==> src/rtl/inst_mem_loader_if.sv <==
// Byte stream in from the UART receiver and byte-write bus out to the
// instruction memory, grouped so the loader sees one bundle.
interface inst_mem_loader_if #(
    parameter int ADDR_SIZE = 8,
    parameter int MEM_SIZE  = 8
);
    logic                 i_rx_done;
    logic [MEM_SIZE-1:0]  i_rx_data;
    logic                 o_write_enable;
    logic [ADDR_SIZE-1:0] o_write_addr;
    logic [MEM_SIZE-1:0]  o_write_data;

    // Loader side: consumes received bytes, drives memory writes.
    modport master (
        input  i_rx_done,
        input  i_rx_data,
        output o_write_enable,
        output o_write_addr,
        output o_write_data
    );

    // Environment side: UART receiver and instruction memory.
    modport slave (
        output i_rx_done,
        output i_rx_data,
        input  o_write_enable,
        input  o_write_addr,
        input  o_write_data
    );
endinterface

==> src/rtl/inst_mem_loader.sv <==
// Instruction-memory program loader.
// Writes received bytes to consecutive addresses from 0, assembles each
// group of 4 bytes big-endian, and stops on an aligned HALT word (DONE)
// or when the memory fills without one (ERROR).
//
// state | meaning
// IDLE  | waiting for i_start after reset
// LOAD  | accepting bytes, one write strobe per received byte
// DONE  | HALT word written; waiting for a new i_start
// ERROR | memory full without HALT; waiting for a new i_start
module inst_mem_loader #(
    parameter int                  ADDR_SIZE = 8,
    parameter int                  MEM_SIZE  = 8,
    parameter int                  MEM_LARGE = 256,
    parameter logic [4*MEM_SIZE-1:0] HALT_WORD = 32'hFFFFFFFF
) (
    input  logic                 i_clock,
    input  logic                 i_reset,
    input  logic                 i_start,
    inst_mem_loader_if.master    bus,
    output logic                 o_busy,
    output logic                 o_done,
    output logic                 o_error,
    output logic [ADDR_SIZE-2:0] o_inst_count
);

    typedef enum logic [1:0] {IDLE, LOAD, DONE, ERROR} state_t;

    state_t state, state_next;

    // Pointer is one bit wider than the address so it can reach MEM_LARGE.
    logic [ADDR_SIZE:0]       ptr, ptr_next;
    // Only the three most recent bytes must be kept; the fourth is the
    // incoming byte, completing the word in word_shift.
    logic [3*MEM_SIZE-1:0]    word, word_next;
    logic [4*MEM_SIZE-1:0]    word_shift;
    logic [ADDR_SIZE-2:0]     count_next;
    logic                     we_next;
    logic [ADDR_SIZE-1:0]     addr_next;
    logic [MEM_SIZE-1:0]      data_next;

    logic accept;
    logic word_complete;
    logic is_halt;
    logic is_last_addr;

    assign accept        = (state == LOAD) && bus.i_rx_done
                           && (ptr < (ADDR_SIZE+1)'(MEM_LARGE));
    assign word_shift    = {word, bus.i_rx_data};
    assign word_complete = accept && (ptr[1:0] == 2'b11);
    assign is_halt       = (word_shift == HALT_WORD);
    assign is_last_addr  = (ptr[ADDR_SIZE-1:0] == ADDR_SIZE'(MEM_LARGE-1));

    // State register.
    always_ff @(posedge i_clock) begin
        if (i_reset) state <= IDLE;
        else         state <= state_next;
    end

    // Next-state decision.
    always_comb begin
        state_next = state;
        case (state)
            LOAD: begin
                if (word_complete) begin
                    if (is_halt)           state_next = DONE;
                    else if (is_last_addr) state_next = ERROR;
                end
            end
            default: begin
                if (i_start) state_next = LOAD;
            end
        endcase
    end

    // Next values for the write bus, pointer, assembly word and count.
    always_comb begin
        we_next    = 1'b0;
        addr_next  = bus.o_write_addr;
        data_next  = bus.o_write_data;
        ptr_next   = ptr;
        word_next  = word;
        count_next = o_inst_count;
        if ((state != LOAD) && i_start) begin
            ptr_next   = '0;
            word_next  = '0;
            count_next = '0;
        end
        if (accept) begin
            we_next   = 1'b1;
            addr_next = ptr[ADDR_SIZE-1:0];
            data_next = bus.i_rx_data;
            word_next = word_shift[3*MEM_SIZE-1:0];
            ptr_next  = ptr + (ADDR_SIZE+1)'(1);
            if (word_complete) count_next = o_inst_count + (ADDR_SIZE-1)'(1);
        end
    end

    // Registered outputs; status flags track the state being entered so
    // they change on the same edge as the final byte's strobe.
    always_ff @(posedge i_clock) begin
        if (i_reset) begin
            bus.o_write_enable <= 1'b0;
            bus.o_write_addr   <= '0;
            bus.o_write_data   <= '0;
            ptr                <= '0;
            word               <= '0;
            o_inst_count       <= '0;
            o_busy             <= 1'b0;
            o_done             <= 1'b0;
            o_error            <= 1'b0;
        end else begin
            bus.o_write_enable <= we_next;
            bus.o_write_addr   <= addr_next;
            bus.o_write_data   <= data_next;
            ptr                <= ptr_next;
            word               <= word_next;
            o_inst_count       <= count_next;
            o_busy             <= (state_next == LOAD);
            o_done             <= (state_next == DONE);
            o_error            <= (state_next == ERROR);
        end
    end

endmodule

==> src/flat_wrapper.sv <==
// flat-port wrapper written by rule: the top's interface ports become plain ports
module inst_mem_loader_flat 
#(
    parameter int                  ADDR_SIZE = 8,
    parameter int                  MEM_SIZE  = 8,
    parameter int                  MEM_LARGE = 256,
    parameter logic [4*MEM_SIZE-1:0] HALT_WORD = 32'hFFFFFFFF
)
  (i_clock, i_reset, i_start, o_busy, o_done, o_error, o_inst_count, bus_i_rx_done, bus_i_rx_data, bus_o_write_enable, bus_o_write_addr, bus_o_write_data);
  inst_mem_loader_if #(.ADDR_SIZE(ADDR_SIZE), .MEM_SIZE(MEM_SIZE)) bus_i ();
  input  logic i_clock;
  input  logic i_reset;
  input  logic i_start;
  output logic o_busy;
  output logic o_done;
  output logic o_error;
  output logic [ADDR_SIZE-2:0] o_inst_count;
  input wire logic [$bits(bus_i.i_rx_done)-1:0] bus_i_rx_done;
  input wire logic [$bits(bus_i.i_rx_data)-1:0] bus_i_rx_data;
  output wire logic [$bits(bus_i.o_write_enable)-1:0] bus_o_write_enable;
  output wire logic [$bits(bus_i.o_write_addr)-1:0] bus_o_write_addr;
  output wire logic [$bits(bus_i.o_write_data)-1:0] bus_o_write_data;
  assign bus_i.i_rx_done = bus_i_rx_done;
  assign bus_i.i_rx_data = bus_i_rx_data;
  assign bus_o_write_enable = bus_i.o_write_enable;
  assign bus_o_write_addr = bus_i.o_write_addr;
  assign bus_o_write_data = bus_i.o_write_data;
  inst_mem_loader #(.ADDR_SIZE(ADDR_SIZE), .MEM_SIZE(MEM_SIZE), .MEM_LARGE(MEM_LARGE), .HALT_WORD(HALT_WORD)) u_core (.i_clock(i_clock), .i_reset(i_reset), .i_start(i_start), .bus(bus_i), .o_busy(o_busy), .o_done(o_done), .o_error(o_error), .o_inst_count(o_inst_count));
endmodule
==> config.mk <==
export PLATFORM = sky130hd
export DESIGN_NAME = inst_mem_loader_flat
export DESIGN_NICKNAME = d
export VERILOG_FILES = /design/src/rtl/inst_mem_loader_if.sv /design/src/rtl/inst_mem_loader.sv /design/src/flat_wrapper.sv
export SDC_FILE = /design/constraint.sdc
export NUM_CORES = 1
export LEC_CHECK = 0
export ABC_AREA = 1
export BUFFER_PORTS_ARGS = -buffer_cell sky130_fd_sc_hd__buf_2
export CORE_UTILIZATION = 40
export CTS_CLUSTER_DIAMETER = 40
export DETAILED_ROUTE_END_ITERATION = 12
export HOLD_SLACK_MARGIN = 0.08
export PLACE_DENSITY = 0.69
export SLEW_MARGIN = 20
export SYNTH_ARGS = -nofsm -noshare
export SYNTH_HDL_FRONTEND = slang
export SYNTH_SLANG_ARGS = --single-unit
export TNS_END_PERCENT = 1
==> constraint.sdc <==
create_clock -name i_clock -period 1.5 [get_ports i_clock]
set_clock_uncertainty 0.1 [all_clocks]
set_input_delay 0.075 -clock i_clock [delete_from_list [all_inputs] [get_ports i_clock]]
set_output_delay 0.075 -clock i_clock [all_outputs]
set_load 0.01 [all_outputs]
==> results.yml <==
status:
  outcome: "completed"
yosys:
  ys.warnings.count: 0
  yosysMostFrequentCell: "nand2_1"
  synth.area.top_cells: "dfxtp_1 50%, nand2_1 14%, a21oi_1 6.7%"
  synthFlopType: "dfxtp_1"
  synth_area_leader_cell: "dfxtp_1"
  synth_top_area_share: 0.501
  synth.distinct_cells: 26
  ys_seq_area_frac: 0.501
  synth_common_cells: "94 x nand2_1, 62 x dfxtp_1, 34 x nor2_1"
  syn_area_mm2: 0.00248
  async_flop_share: 0
  synthCells: 325
  ys_ff_latch: 62
  post_synth.cell_area_avg_um2: 7.63
  synth_fp_nets: 339
  synth_edf_count: 0
cts:
  cts_inserted_buffers: 9
  cts_root_buf: "clkbuf_8"
  clk_latency_ps: 340
  cts_tree: "done"
  h-tree-depth: 3
  clk_pin_slew_worst_paths_ps: 70
  cts.sink_count: 62
  clockBufferDepth: 2
final_layout:
  fin_nets: 397
  syn_to_final_growth_pct: 28.8
  layoutNonFillerInstCount: 463
  drive_above_1_share: 0.219
  antenna_cells: 0
power:
  ir_drop_mv: 0.709
  leakage_uw: 0.00141
  power_per_cell_area_mw_per_mm2: 1120
  finalPower_uw: 3580
die:
  start_util: 0.416
  core-area_mm2: 0.00596
  die_height_um: 80.7
  io-pin-count: 39
  row_count: 28
  chipWidth_um: 80.7
  dieArea_mm2: 0.00652
worst_setup_path:
  cp.arrival_ps: 1550
  reg2reg_from: "u_core.state[0]"
  cp_data_required_time_ps: 1630
  startpoint_type: "flop"
  r2r_slack_ps: 80
  r2r_cells: 8
  worst-path-max-fanout: 16
  crit_type: "reg -> reg"
  end_kind: "flop"
  cp-startpoint: "u_core.state[0]"
  reg2reg_to: "u_core.o_inst_count[5]"
timing:
  max_freq_ghz: 0.706
  relSlewSlack: 0.758
  fin_crit_sh: 0.944
  finalWorstSetupSlack_ps: 84.1
  slew_violations: 0
  hold_viol: 0
  tightest_slew_ps: 363
  finalCriticalPeriod_ps: 1420
  setup-violations-final: 0
place:
  dpl_worst_slack_ps: 31.3
  dp_hpwl_um: 3610
  dp.cells: 435
  routabilityCongestion: 0.770
  io_buffers: 38
routing:
  routedWlPerCell_um: 11.5
  vias: 2220
  drt-total-wl_um: 5340
  drt_first_pass_iters: 4
  antenna_left: 0
  drc: 0
  dr.first_iter.drc_count: 150
  via_per_inst: 4.79
global_routing:
  grt-ovfl-total: 0
  first_global_vias: 1947
  grt_pass1_wl_um: 8580
  grt_antenna_before_repair: 0
  grt_start_max_net_pins: 29
  track_usage: 0.175
worst_hold_path:
  whs_path_depth: 2
  min-delay-start: "u_core.bus.o_write_data[5]"
  hold_end: "u_core.bus.o_write_data[5]"
  hp-class: "reg -> reg"
flow_run:
  drv_cap: 0
## flip-flops by register name, summed over array words and instances, names as in the netlist
register / cells
u_core.ptr: 9
u_core.o_done: 1
u_core.o_busy: 1
u_core.bus.o_write_data: 8
u_core.bus.o_write_addr: 8
u_core.word: 24
u_core.o_error: 1
u_core.o_inst_count: 7
u_core.state: 2
u_core.bus.o_write_enable: 1
## power breakdown
group	leakage [uW]	switching, uW	internal [uW]
logic	0.000795	155	111
registers	0.000504	20.9	1680
clock network	0.000110	635	976
## layout make-up
class	instances	area (um^2)
clock buffer	12	145
inverter	23	88.8
tap	75	93.8
timing repair buffer	61	432
sequential	62	1240
fill	582	2760
clock inverter	4	70.1
multi-input combinational	226	1120
## through the flow
stage / utilization / TNS [ps] / hold WS, ps / cell area [um^2]
final: 0.536 / 0 / 361 / 3190
after global routing: 0.536 / -6.64 / 382 / 3190
after CTS: 0.525 / 0 / 365 / 3130
after detailed placement: 0.470 / 0 / 278 / 2800
after global placement: 0.470 / 0 / 275 / 2800
after floorplan: - / 0 / 140 / 2480
## layout by cell type (no fill, tap or decap), types with 7 or more instances in the layout
master,n
clkbuf_8,10
nand3_1,26
nand2_1,94
dfxtp_1,59
buf_2,38
a21oi_1,33
dlygate4sd3_1,11
inv_1,22
nor2_1,32
o21ai_0,7
buf_4,8
nor3_1,7
## critical path: stages, from the launching register on
cell     delay (ps)
dfxtp_2         330
inv_1            60
nor2_4          120
nand3_4         110
buf_12          170
nor2_8          120
nand3_1         110
o21ai_1         120
a21oi_1          50
## worst max-delay path by stage
| stage | end | slack (ps) | depth (start not counted) |
|---|---|---|---|
| 6_report | u_core.o_inst_count[5] | 80 | 8 |
| 4_1_cts | u_core.o_error | 6 | 9 |
| 3_3_place_gp | u_core.o_inst_count[5] | 80 | 8 |
| 3_5_place_dp | u_core.o_error | 30 | 9 |
| 2_1_floorplan | u_core.o_error | 100 | 9 |
| 5_1_grt | u_core.o_error | -7 | 9 |
## metal layers
layer  routed length (um)  GRT usage  up-vias
met5                    0          0        -
met2                 2390      0.269       43
li1                     -          -     1161
met1                 2610      0.226     1008
met4                   87      0.107        0
met3                  263     0.0318        8
## cells by family (layout without fill, tap and decap cells)
logic type	Yosys count	count (layout)	synth area share
DFF	62	62	0.501
AOI/OAI and AO/OA	45	45	0.0949
adders and majority gates	2	2	0.0101
buffers and inverters	37	100	0.0681
and+or+nand+nor	179	179	0.326
## what timing repair did
action,CTS,global route
hold buffers,11,0
endpoints found under the hold margin,23,0
setup endpoints to repair,0,28
gates resized for setup,0,16
buffers inserted,0,1
No activity file was read; power rests on OpenSTA's default activity.
